[config.mk]
export PLATFORM = sky130hd
export DESIGN_NAME = press_classifier
export DESIGN_NICKNAME = d
export VERILOG_FILES = /design/src/rtl/press_classifier.sv
export SDC_FILE = /design/constraint.sdc
export NUM_CORES = 1
export LEC_CHECK = 0
export BUFFER_PORTS_ARGS = -buffer_cell sky130_fd_sc_hd__buf_2
export CORE_UTILIZATION = 59
export DETAILED_ROUTE_END_ITERATION = 16
export GPL_ROUTABILITY_DRIVEN = 0
export HOLD_SLACK_MARGIN = 0.08
export PLACE_DENSITY = 0.74
export SYNTH_ARGS = -nofsm -noshare
export SYNTH_HDL_FRONTEND = slang
export SYNTH_SLANG_ARGS = --single-unit
export TNS_END_PERCENT = 1
[constraint.sdc]
create_clock -name clk -period 2.4 [get_ports clk]
set_input_delay 0.24 -clock clk [delete_from_list [all_inputs] [get_ports clk]]
set_output_delay 0.24 -clock clk [all_outputs]
set_load 0.02 [all_outputs]
[src/rtl/press_classifier.sv]
// press_classifier: per-channel sync, short/long press classify, run toggle and activity counter; in clk rst press clr, out short_p long_p toggle count; define PRESS_CLASSIFIER_DEBOUNCE_EN for a DB_CYC debounce stage
module press_classifier #(
  parameter int CH       = 4,
  parameter int CNT_W    = 4,
  parameter int HOLD_W   = 16,
  parameter int LONG_CYC = 1000,
  parameter int DB_CYC   = 8
) (
  input  logic                clk,
  input  logic                rst,
  input  logic [CH-1:0]       press,
  input  logic [CH-1:0]       clr,
  output logic [CH-1:0]       short_p,
  output logic [CH-1:0]       long_p,
  output logic [CH-1:0]       toggle,
  output logic [CH*CNT_W-1:0] count
);
  typedef enum logic [1:0] {IDLE, HELD, LONG} state_t;
  if (LONG_CYC < 2 || DB_CYC < 1 || (LONG_CYC >> HOLD_W) != 0) begin : g_bad
    $error("press_classifier: illegal parameters");
  end
  for (genvar i = 0; i < CH; i++) begin : g_ch
    logic s1, s2, ps, prev, sp, lp, tog, sp_n, lp_n, tog_n;
    logic [HOLD_W-1:0] hold, hold_n;
    logic [CNT_W-1:0] cnt, cnt_n;
    state_t st, st_n;
    always_ff @(posedge clk) begin
      if (rst) begin
        s1 <= 1'b0;
        s2 <= 1'b0;
      end else begin
        s1 <= press[i];
        s2 <= s1;
      end
    end
`ifdef PRESS_CLASSIFIER_DEBOUNCE_EN
    localparam int DW = $clog2(DB_CYC + 1);
    logic [DW-1:0] db;
    logic ps_q;
    always_ff @(posedge clk) begin
      if (rst) begin
        db   <= '0;
        ps_q <= 1'b0;
      end else if (s2 == ps_q) begin
        db <= '0;
      end else if (db == DW'(DB_CYC - 1)) begin
        db   <= '0;
        ps_q <= s2;
      end else begin
        db <= db + 1'b1;
      end
    end
    assign ps = ps_q;
`else
    assign ps = s2;
`endif
    always_ff @(posedge clk) begin
      if (rst) begin
        st   <= IDLE;
        prev <= 1'b0;
        hold <= '0;
        sp   <= 1'b0;
        lp   <= 1'b0;
        tog  <= 1'b0;
        cnt  <= '0;
      end else begin
        st   <= st_n;
        prev <= ps;
        hold <= hold_n;
        sp   <= sp_n;
        lp   <= lp_n;
        tog  <= tog_n;
        cnt  <= cnt_n;
      end
    end
    always_comb begin
      st_n   = st;
      hold_n = hold;
      sp_n   = 1'b0;
      lp_n   = 1'b0;
      case (st)
        IDLE: if (ps & ~prev) begin
          st_n   = HELD;
          hold_n = HOLD_W'(1);
        end
        HELD: if (!ps) begin
          sp_n = 1'b1;
          st_n = IDLE;
        end else if (hold == HOLD_W'(LONG_CYC - 1)) begin
          lp_n = 1'b1;
          st_n = LONG;
        end else begin
          hold_n = hold + 1'b1;
        end
        LONG: st_n = ps ? LONG : IDLE;
        default: st_n = IDLE;
      endcase
      tog_n = (clr[i] | lp_n) ? 1'b0 : sp_n ? ~tog : tog;
      cnt_n = (clr[i] | lp_n) ? '0 : cnt + CNT_W'(tog);
    end
    assign short_p[i]                 = sp;
    assign long_p[i]                  = lp;
    assign toggle[i]                  = tog;
    assign count[i*CNT_W +: CNT_W]    = cnt;
  end
endmodule

---- After elaboration in Yosys (flattened, before gate mapping) ----
Index checks and enable logic that the tools add are counted.
Widths: inputs -> output; s select.
storage, ports and cells
  register bits ........................... 112
  input bits .............................. 10
  output and inout port bits .............. 28
  logic and storage cells ................. 164
operators by class
  add/sub/neg operators ................... 8
  equality and inequality tests ........... 28
  muxes and demuxes ....................... 56
  bitwise logic cells ..................... 16
  reduce and logical (&&, ||, !) cells .... 20
operators by type and width
  cell                   number
  $mux 16                12
  $pmux 16 s2            4
  $add 16x1->16 const B  4
  $eq 16x10->1 const B   4
  $mux 2                 16
  $ne 2x2->1 const B     12
  $pmux 2 s3             4
  $mux 1                 20
  $add 4x1->4            4
  $reduce_and 4->1       4
  $ne 3x3->1 const B     4
  $eq 2x1->1 const B     4
  $eq 2x2->1 const B     4
  $logic_not 2->1        4
  $not 1->1              8
  $reduce_and 2->1       4
  $reduce_bool 2->1      4
  $reduce_or 2->1        4
  $and 1x1->1            4
  $or 1x1->1             4

---- Logic depth before layout (Yosys ltp) ----
Gate-level depths: netlist (run 1).
  depth after elaboration ................. 6
  gate-level depth with buffers ........... 9
  mapped depth without buffers ............ 7

---- Worst setup path before layout (run 1) ----
Ideal clock, no wire load.
  kind .................................... register to register
  start ................................... reg g_ch[1].hold[10]
  end ..................................... reg g_ch[1].st[0]
  setup time .............................. 0.135 ns
  data arrival time ....................... 1.892 ns
  required time ........................... 2.265 ns
  slack ................................... 0.373 ns
  stages on the path, launching flop included .. 8
  path buffers ............................ 2
  period minus slack after synthesis ...... 2.027 ns
  cell sequence ........................... dfxtp_1 buf_6 or4_4 or4_4 buf_6 and3_4 o21ai_2 a21oi_1
on the way
  word-level cells in the longest chain between the ends .. 3
ends and longest elaborated chain
  element                     RTL line  RTL
  from (decl)                 24        logic [HOLD_W-1:0] hold, hold_n;
  from (signal assigned)      69        hold <= hold_n;
  $eq 16x10->1                89        end else if (hold == HOLD_W'(LONG_CYC - 1)) begin
  $ne 3x3->1 (no line)        --
  $reduce_and 2->1 (no line)  --
  to (signal assigned)        67        st <= st_n;
  to (decl)                   26        state_t st, st_n;
No other way between the ends.
A chain may end at the register's enable or synchronous reset.

---- Worst setup path in the final report (run 1) ----
  start ................................... reg g_ch[0].hold[11]
  end ..................................... reg g_ch[0].hold[15]
on the way
  word-level cells in the longest chain between the ends .. 4
  elaborated cells between the ends (all ways) .. 7
  those cells by class .................... add/sub: 1; eq/ne: 2; mux: 3; reduce/logical: 1
ends and longest elaborated chain
  element                 RTL line  RTL
  from (decl)             24
  from (signal assigned)  69
  $add 16x1->16           93        hold_n = hold + 1'b1;
  $mux 16                 89
  $mux 16                 86        HELD: if (!ps) begin
  $pmux 16 s2             81        case (st)
Parallel ways exist; a longest one is shown, timed or not. The select of a mux whose other input is x is not followed.

==> results of run 1 <==
## placed cells by master (no fill, tap or decap), types with 4 or more instances in the layout
cell / instances
a21oi_2: 4
dfxtp_1: 112
nand2b_1: 4
nand4_1: 18
inv_1: 28
o31ai_1: 4
o211ai_1: 9
nor2b_1: 12
ha_1: 20
a21oi_1: 31
xor2_1: 7
buf_2: 37
nor3_1: 18
a31oi_1: 10
o21ai_0: 23
or3_1: 4
and2_1: 4
and3_1: 6
o21ai_1: 5
nand2_1: 49
nor4_1: 8
or4_1: 7
a311oi_1: 5
o211a_1: 4
and4_1: 5
buf_4: 17
clkbuf_8: 9
a211oi_1: 13
nor2_1: 85
xnor2_1: 20
nand3_1: 40
## registers in the layout, summed over array words and instances (netlist names)
register / count
g_ch.prev: 4
g_ch.cnt: 16
g_ch.s1: 4
g_ch.hold: 64
g_ch.tog: 4
g_ch.lp: 4
g_ch.ps: 4
g_ch.st: 8
g_ch.sp: 4
## worst reg2reg max path, cell delays in order, from the launching register on
cell	delay, ns
dfxtp_1	0.35
or4_1	0.54
or4_1	0.69
nand2_2	0.26
o211ai_1	0.14
o31ai_1	0.09
## cell families after synthesis
logic type,share of synthesized area (%)
compound gates,17.2
xor+xnor,4.30
fa+ha+maj,4.55
buf+inv,5.87
flops,40.8
mux,0.569
simple gates,26.7
## synth_stat cells (4+ instances only)
| master | instances | area share (%) |
|---|---|---|
| a211oi_1 | 13 | 1.8 |
| a21oi_1 | 31 | 2.8 |
| a21oi_2 | 4 | 0.64 |
| a311oi_1 | 5 | 0.80 |
| a31oi_1 | 10 | 1.1 |
| and2_1 | 4 | 0.45 |
| and3_1 | 6 | 0.68 |
| and4_1 | 5 | 0.80 |
| buf_4 | 14 | 1.9 |
| clkbuf_1 | 14 | 0.96 |
| dfxtp_1 | 112 | 41 |
| ha_1 | 20 | 4.6 |
| inv_1 | 28 | 1.9 |
| nand2_1 | 49 | 3.3 |
| nand2b_1 | 4 | 0.45 |
| nand3_1 | 40 | 3.6 |
| nand4_1 | 18 | 2.0 |
| nor2_1 | 85 | 5.8 |
| nor2b_1 | 12 | 1.4 |
| nor3_1 | 18 | 1.6 |
| nor4_1 | 8 | 0.91 |
| o211a_1 | 4 | 0.73 |
| o211ai_1 | 9 | 1.2 |
| o21ai_0 | 23 | 2.1 |
| o21ai_1 | 5 | 0.45 |
| o31ai_1 | 4 | 0.55 |
| or3_1 | 4 | 0.45 |
| or4_1 | 7 | 0.96 |
| xnor2_1 | 20 | 3.2 |
| xor2_1 | 7 | 1.1 |
## cell type report
cell class / count / share of cell area (%)
Clock buffer: 11 / 2.21
Clock inverter: 3 / 0.759
Inverter: 29 / 1.83
Multi-Input combinational cell: 473 / 49.5
Sequential cell: 112 / 37.8
Tap cell: 108 / 2.28
Timing Repair Buffer: 56 / 5.61
## metal layers
| metal | up-vias | routed length [µm] | GRT usage [%] |
|---|---|---|---|
| li1 | 2393 | - | - |
| met1 | 2245 | 5370 | 31.1 |
| met2 | 125 | 5340 | 42.1 |
| met3 | 22 | 546 | 5.32 |
| met4 | 0 | 216 | 10.4 |
| met5 | - | 0 | 0 |
## how the worst min path moves through the flow
stage,startpoint,slack [ns],depth (start not counted),endpoint
floorplan,press[0],0.37,1,g_ch[0].s1
global placement,g_ch[0].s1,0.42,1,g_ch[0].ps
detailed placement,g_ch[1].s1,0.44,1,g_ch[1].ps
CTS,press[1],0.08,2,g_ch[1].s1
global route,press[3],0.1,2,g_ch[3].s1
finish,press[3],0.10,2,g_ch[3].s1
## metrics by stage
stage               worst slack, ns  instances  power [mW]  util [%]
floorplan                     0.373        650        2.17         -
global placement              0.302        776        2.23      64.6
detailed placement            0.268        776        2.24      64.6
CTS                           0.253        791        3.32      66.7
global route                  0.146        792        3.44      66.8
finish                        0.250        792        3.28      66.8
## power groups by stage
stage	registers [mW]	logic (mW)	clock network, mW
detailed placement	1.95	0.293	0
CTS	1.91	0.296	1.11
floorplan	1.94	0.227	0
global placement	1.95	0.286	0
global route	1.91	0.334	1.19
finish	1.91	0.298	1.07
## what timing repair did
| item | 4_1_cts | 5_1_grt |
|---|---|---|
| gates resized for setup | 0 | 0 |
| setup buffers | 0 | 0 |
| hold endpoints to repair | 1 | 1 |
| hold buffers | 1 | 1 |
==> flow_summary.toml, run 1 <==
[global_routing]
grt_start_max_net_pins = 60
grt_pass1_wl_mm = 19.9
grt_pass1_vias = 4432
gr-total-overflow = 0
antenna_found_initial = 0
track_usage_pct = 25.0

[critical_path]
cp_num_buf_inv = 0
cpPeakStageDelay_ns = 0.69
critPathTopFamily = "simple AND/OR/NAND/NOR gates"
r2r_slack_ns = 0.25
crit_slowest_cell = "or4_1"
crit_end = "g_ch[0].hold[15]"
timing.rr.start = "g_ch[0].hold[11]"
reg2reg_depth = 5
critPathArrivalTime_ns = 2.43
path_cells = "or4_1 > or4_1 > nand2_2 > o211ai_1 > o31ai_1"
crit_path_frequent_cell = "or4_1"
startpoint = "g_ch[0].hold[11]"
cp-end-kind = "flop"
crit_type = "reg -> reg"
cp.depth = 5
rr_endpoint = "g_ch[0].hold[15]"
worstPathRequired_ns = 2.68
critPathLaunchType = "flop"
path_max_fanout = 11

[timing]
skew_ns = 0.0118
rsz0062_at_grt = "false"
slew_headroom_pct = 55.3
period_needed_ns = 2.15
timing.hold.ws_ns = 0.100
slew_viol_final = 0
hold_viol = 0
max_clock_freq_mhz = 465
fin_crit_sh_pct = 89.6
setup_violations = 0
fin_tns_setup_ns = 0
worst_pin_slew_ns = 0.667

[synth]
ys_warn_count = 0
async_flop_share_pct = 0
syn-cell-area_mm2 = 0.00550
syn_inst = 650
synth-edff-count = 0
syn_area_per_cell_um2 = 8.46
yosys_most_used_dff = "dfxtp_1"
synth_seq_area_share_pct = 40.8
synth_seq_cells = 112
synth_nets = 680
ys_types = 71

[cells_and_area]
nets = 711
drive_gt1_share_pct = 13.7
n_antenna_cell = 0
area_growth_pct = 7.96
multi_input_area_mm2 = 0.00294
final_area_mm2 = 0.00594
nFillCells = 780
regArea_mm2 = 0.00224

[floorplan]
die_w_um = 98.5
dieArea_mm2 = 0.00971
rows = 34
core_area_mm2 = 0.00889
die_h_um = 98.5
start_util_pct = 61.8
io_pins = 38

[job]
max_cap_viol_count = 0

[cts]
clockBufferDepth = 2
root_buffer = "clkbuf_8"
htree_levels = 3
clock_latency_ns = 0.37
clk_pin_slew_ns = 0.09
cts_buffers = 9
cts_tree = "built"
clkSinkCount = 112

[routing]
num_vias = 4785
drt_iter0_drc = 168
drt_wl_total_mm = 11.5
detail_route.wl_per_cell_um = 14.5
first_pass_iters = 7
viasPerCell = 6.04
drcViolationCount = 0
ant_nets = 0

[placed_design]
place_hpwl_mm = 7.97
dpl_cell_area_mm2 = 0.00574
port_buffers = 37

[power_and_ir_drop]
p_leak_nw = 2.14
switchingPower_mw = 0.815
pwr-share-clk_pct = 32.7
cellInternalPower_mw = 2.46
combPwrFrac_pct = 9.1
switching_share_pct = 24.9
seq_power_share_pct = 58.2
vdd_drop_max_v = 0.000433
pwr_density_cell_mw_per_mm2 = 552

[status]
outcome = "complete, no violations"

[worst_hold_path]
hold_path_class = "in -> reg"
Note: power is estimated with default switching activity, not from simulation.
==> run 2, diff against run 1 <==
CTS_BUF_LIST = sky130_fd_sc_hd__clkbuf_4   (was default)
==> run 2 against run 1 <==
Critical path depth unchanged. Sequential share of layout area about the same. Clock power shrank 16%. Combinational power rose by 2%. Global-route usage decreased by 0.17 points. Utilization barely moved. Register-to-register slack worse by 0.02 ns. First-iteration DRC count decreased by 4.2%. Critical path type unchanged. Critical endpoint is now g_ch[0].hold[6]. Largest power group unchanged.
==> flow_summary.toml, run 2 (same netlist as run 1, synthesis figures left out) <==
[status]
outcome = "complete, no violations"

[timing]
setup_violations = 0
max_clock_freq_mhz = 461
fin_tns_setup_ns = 0
period_needed_ns = 2.17
hold_viol = 0
worst_pin_slew_ns = 0.665
skew_ns = 0.0162
fin_crit_sh_pct = 90.4
slew_headroom_pct = 55.4
rsz0062_at_grt = "false"
slew_viol_final = 0

[routing]
drt_wl_total_mm = 11.3
detail_route.wl_per_cell_um = 14.2
drt_iter0_drc = 161
first_pass_iters = 7
num_vias = 4795
drcViolationCount = 0
viasPerCell = 6.02
ant_nets = 0

[global_routing]
gr-total-overflow = 0
grt_pass1_vias = 4414
track_usage_pct = 24.8
grt_pass1_wl_mm = 19.9
antenna_found_initial = 0
grt_start_max_net_pins = 60

[power_and_ir_drop]
cellInternalPower_mw = 2.33
vdd_drop_max_v = 0.000374
pwr_density_cell_mw_per_mm2 = 525
combPwrFrac_pct = 9.7
seq_power_share_pct = 61.3
pwr-share-clk_pct = 29.0
switchingPower_mw = 0.787
p_total_mw = 3.12
p_leak_nw = 2.15
switching_share_pct = 25.2

[critical_path]
cpPeakStageDelay_ns = 0.69
path_max_fanout = 7
crit_slowest_cell = "or4_1"
crit_type = "reg -> reg"
critPathLaunchType = "flop"
cp-end-kind = "flop"
worstPathRequired_ns = 2.73
critPathArrivalTime_ns = 2.50
crit_path_frequent_cell = "or4_1"
path_cells = "or4_1 > or4_1 > and2_4 > a21oi_2 > a211oi_2"

[cells_and_area]
n_antenna_cell = 0
layout_common_cells = "dfxtp_1, nor2_1, nand2_1"
area_growth_pct = 7.99
largest-register = "g_ch.hold"
final_common_cell = "dfxtp_1"
largest_reg_flops = 64
nets = 716
drive_gt1_share_pct = 13.9
final_area_mm2 = 0.00594
reg_top3 = "g_ch.hold x64, g_ch.cnt x16, g_ch.st x8"

[cts]
clock_latency_ns = 0.46
cts_buffers = 9
htree_levels = 3
clkSinkCount = 112
root_buffer = "clkbuf_4"
cts_tree = "built"
clk_pin_slew_ns = 0.15
postCtsSetupRepairBufs = 0
clockBufferDepth = 2

[floorplan]
die_w_um = 98.5
dieArea_mm2 = 0.00971
start_util_pct = 61.8
core_area_mm2 = 0.00889
rows = 34
io_pins = 38
die_h_um = 98.5

[placed_design]
place_hpwl_mm = 7.97
dpl_cell_area_mm2 = 0.00574
port_buffers = 37

[worst_hold_path]
hold_path_class = "in -> reg"

[job]
max_cap_viol_count = 0
[run 2: cell types whose count changed in the layout (fill, tap and decap cells not counted)]
cell	delta
dlygate4sd3_1	+5
clkbuf_4	+11
clkbuf_1	-2
clkbuf_8	-9
[run 2: through the flow]
step	setup WS [ns]	hold slack, ns	util (%)	instances
after floorplan	0.373	0.368	-	650
after global placement	0.302	0.422	64.6	776
after detailed placement	0.268	0.438	64.6	776
after CTS	0.246	0.125	66.8	797
after global routing	0.135	0.142	66.8	797
final	0.230	0.161	66.8	797
[run 2: power groups by stage]
stage | clock network, mW | logic [mW] | registers (mW)
after floorplan | 0 | 0.227 | 1.94
after CTS | 0.948 | 0.303 | 1.91
final | 0.903 | 0.304 | 1.91
after global placement | 0 | 0.286 | 1.95
after detailed placement | 0 | 0.293 | 1.95
after global routing | 1.02 | 0.341 | 1.92
[run 2: final cells by class]
cell class	count	area, µm²
timing repair buffer	61	383
sequential	112	2240
clock buffer	11	82.6
inverter	29	109
clock inverter	3	45.0
fill	776	2950
tap	108	135
multi-input combinational	473	2940
[run 2: metal layers]
| layer | vias up | global-route usage, % | part of all wire (%) |
|---|---|---|---|
| li1 | 2407 | - | - |
| met1 | 2252 | 31.5 | 47 |
| met2 | 122 | 42.3 | 47 |
| met3 | 14 | 4.40 | 4.3 |
| met4 | 0 | 9.41 | 1.4 |
| met5 | - | 0 | 0 |
[run 2: what timing repair did]
| item | in CTS | in global routing |
|---|---|---|
| resized for setup | 0 | 0 |
| endpoints found under the hold margin | 15 | 0 |
| hold buffers | 7 | 0 |
[run 2: critical path: cells and delay by family, from the launching register on]
family | cells | cell delay [ns]
compound gates | 2 | 0.20
flops | 1 | 0.37
simple gates | 3 | 1.48
[run 2: worst paths after layout]
path,slack (ns),cells after the start,start,endpoint
max,0.23,5,g_ch[0].hold[11],g_ch[0].hold[6]
min,0.16,3,clr[3],g_ch[3].cnt[0]
max reg2reg,0.23,5,g_ch[0].hold[11],g_ch[0].hold[6]
min reg2reg,0.46,2,g_ch[3].st[1],g_ch[3].st[1]
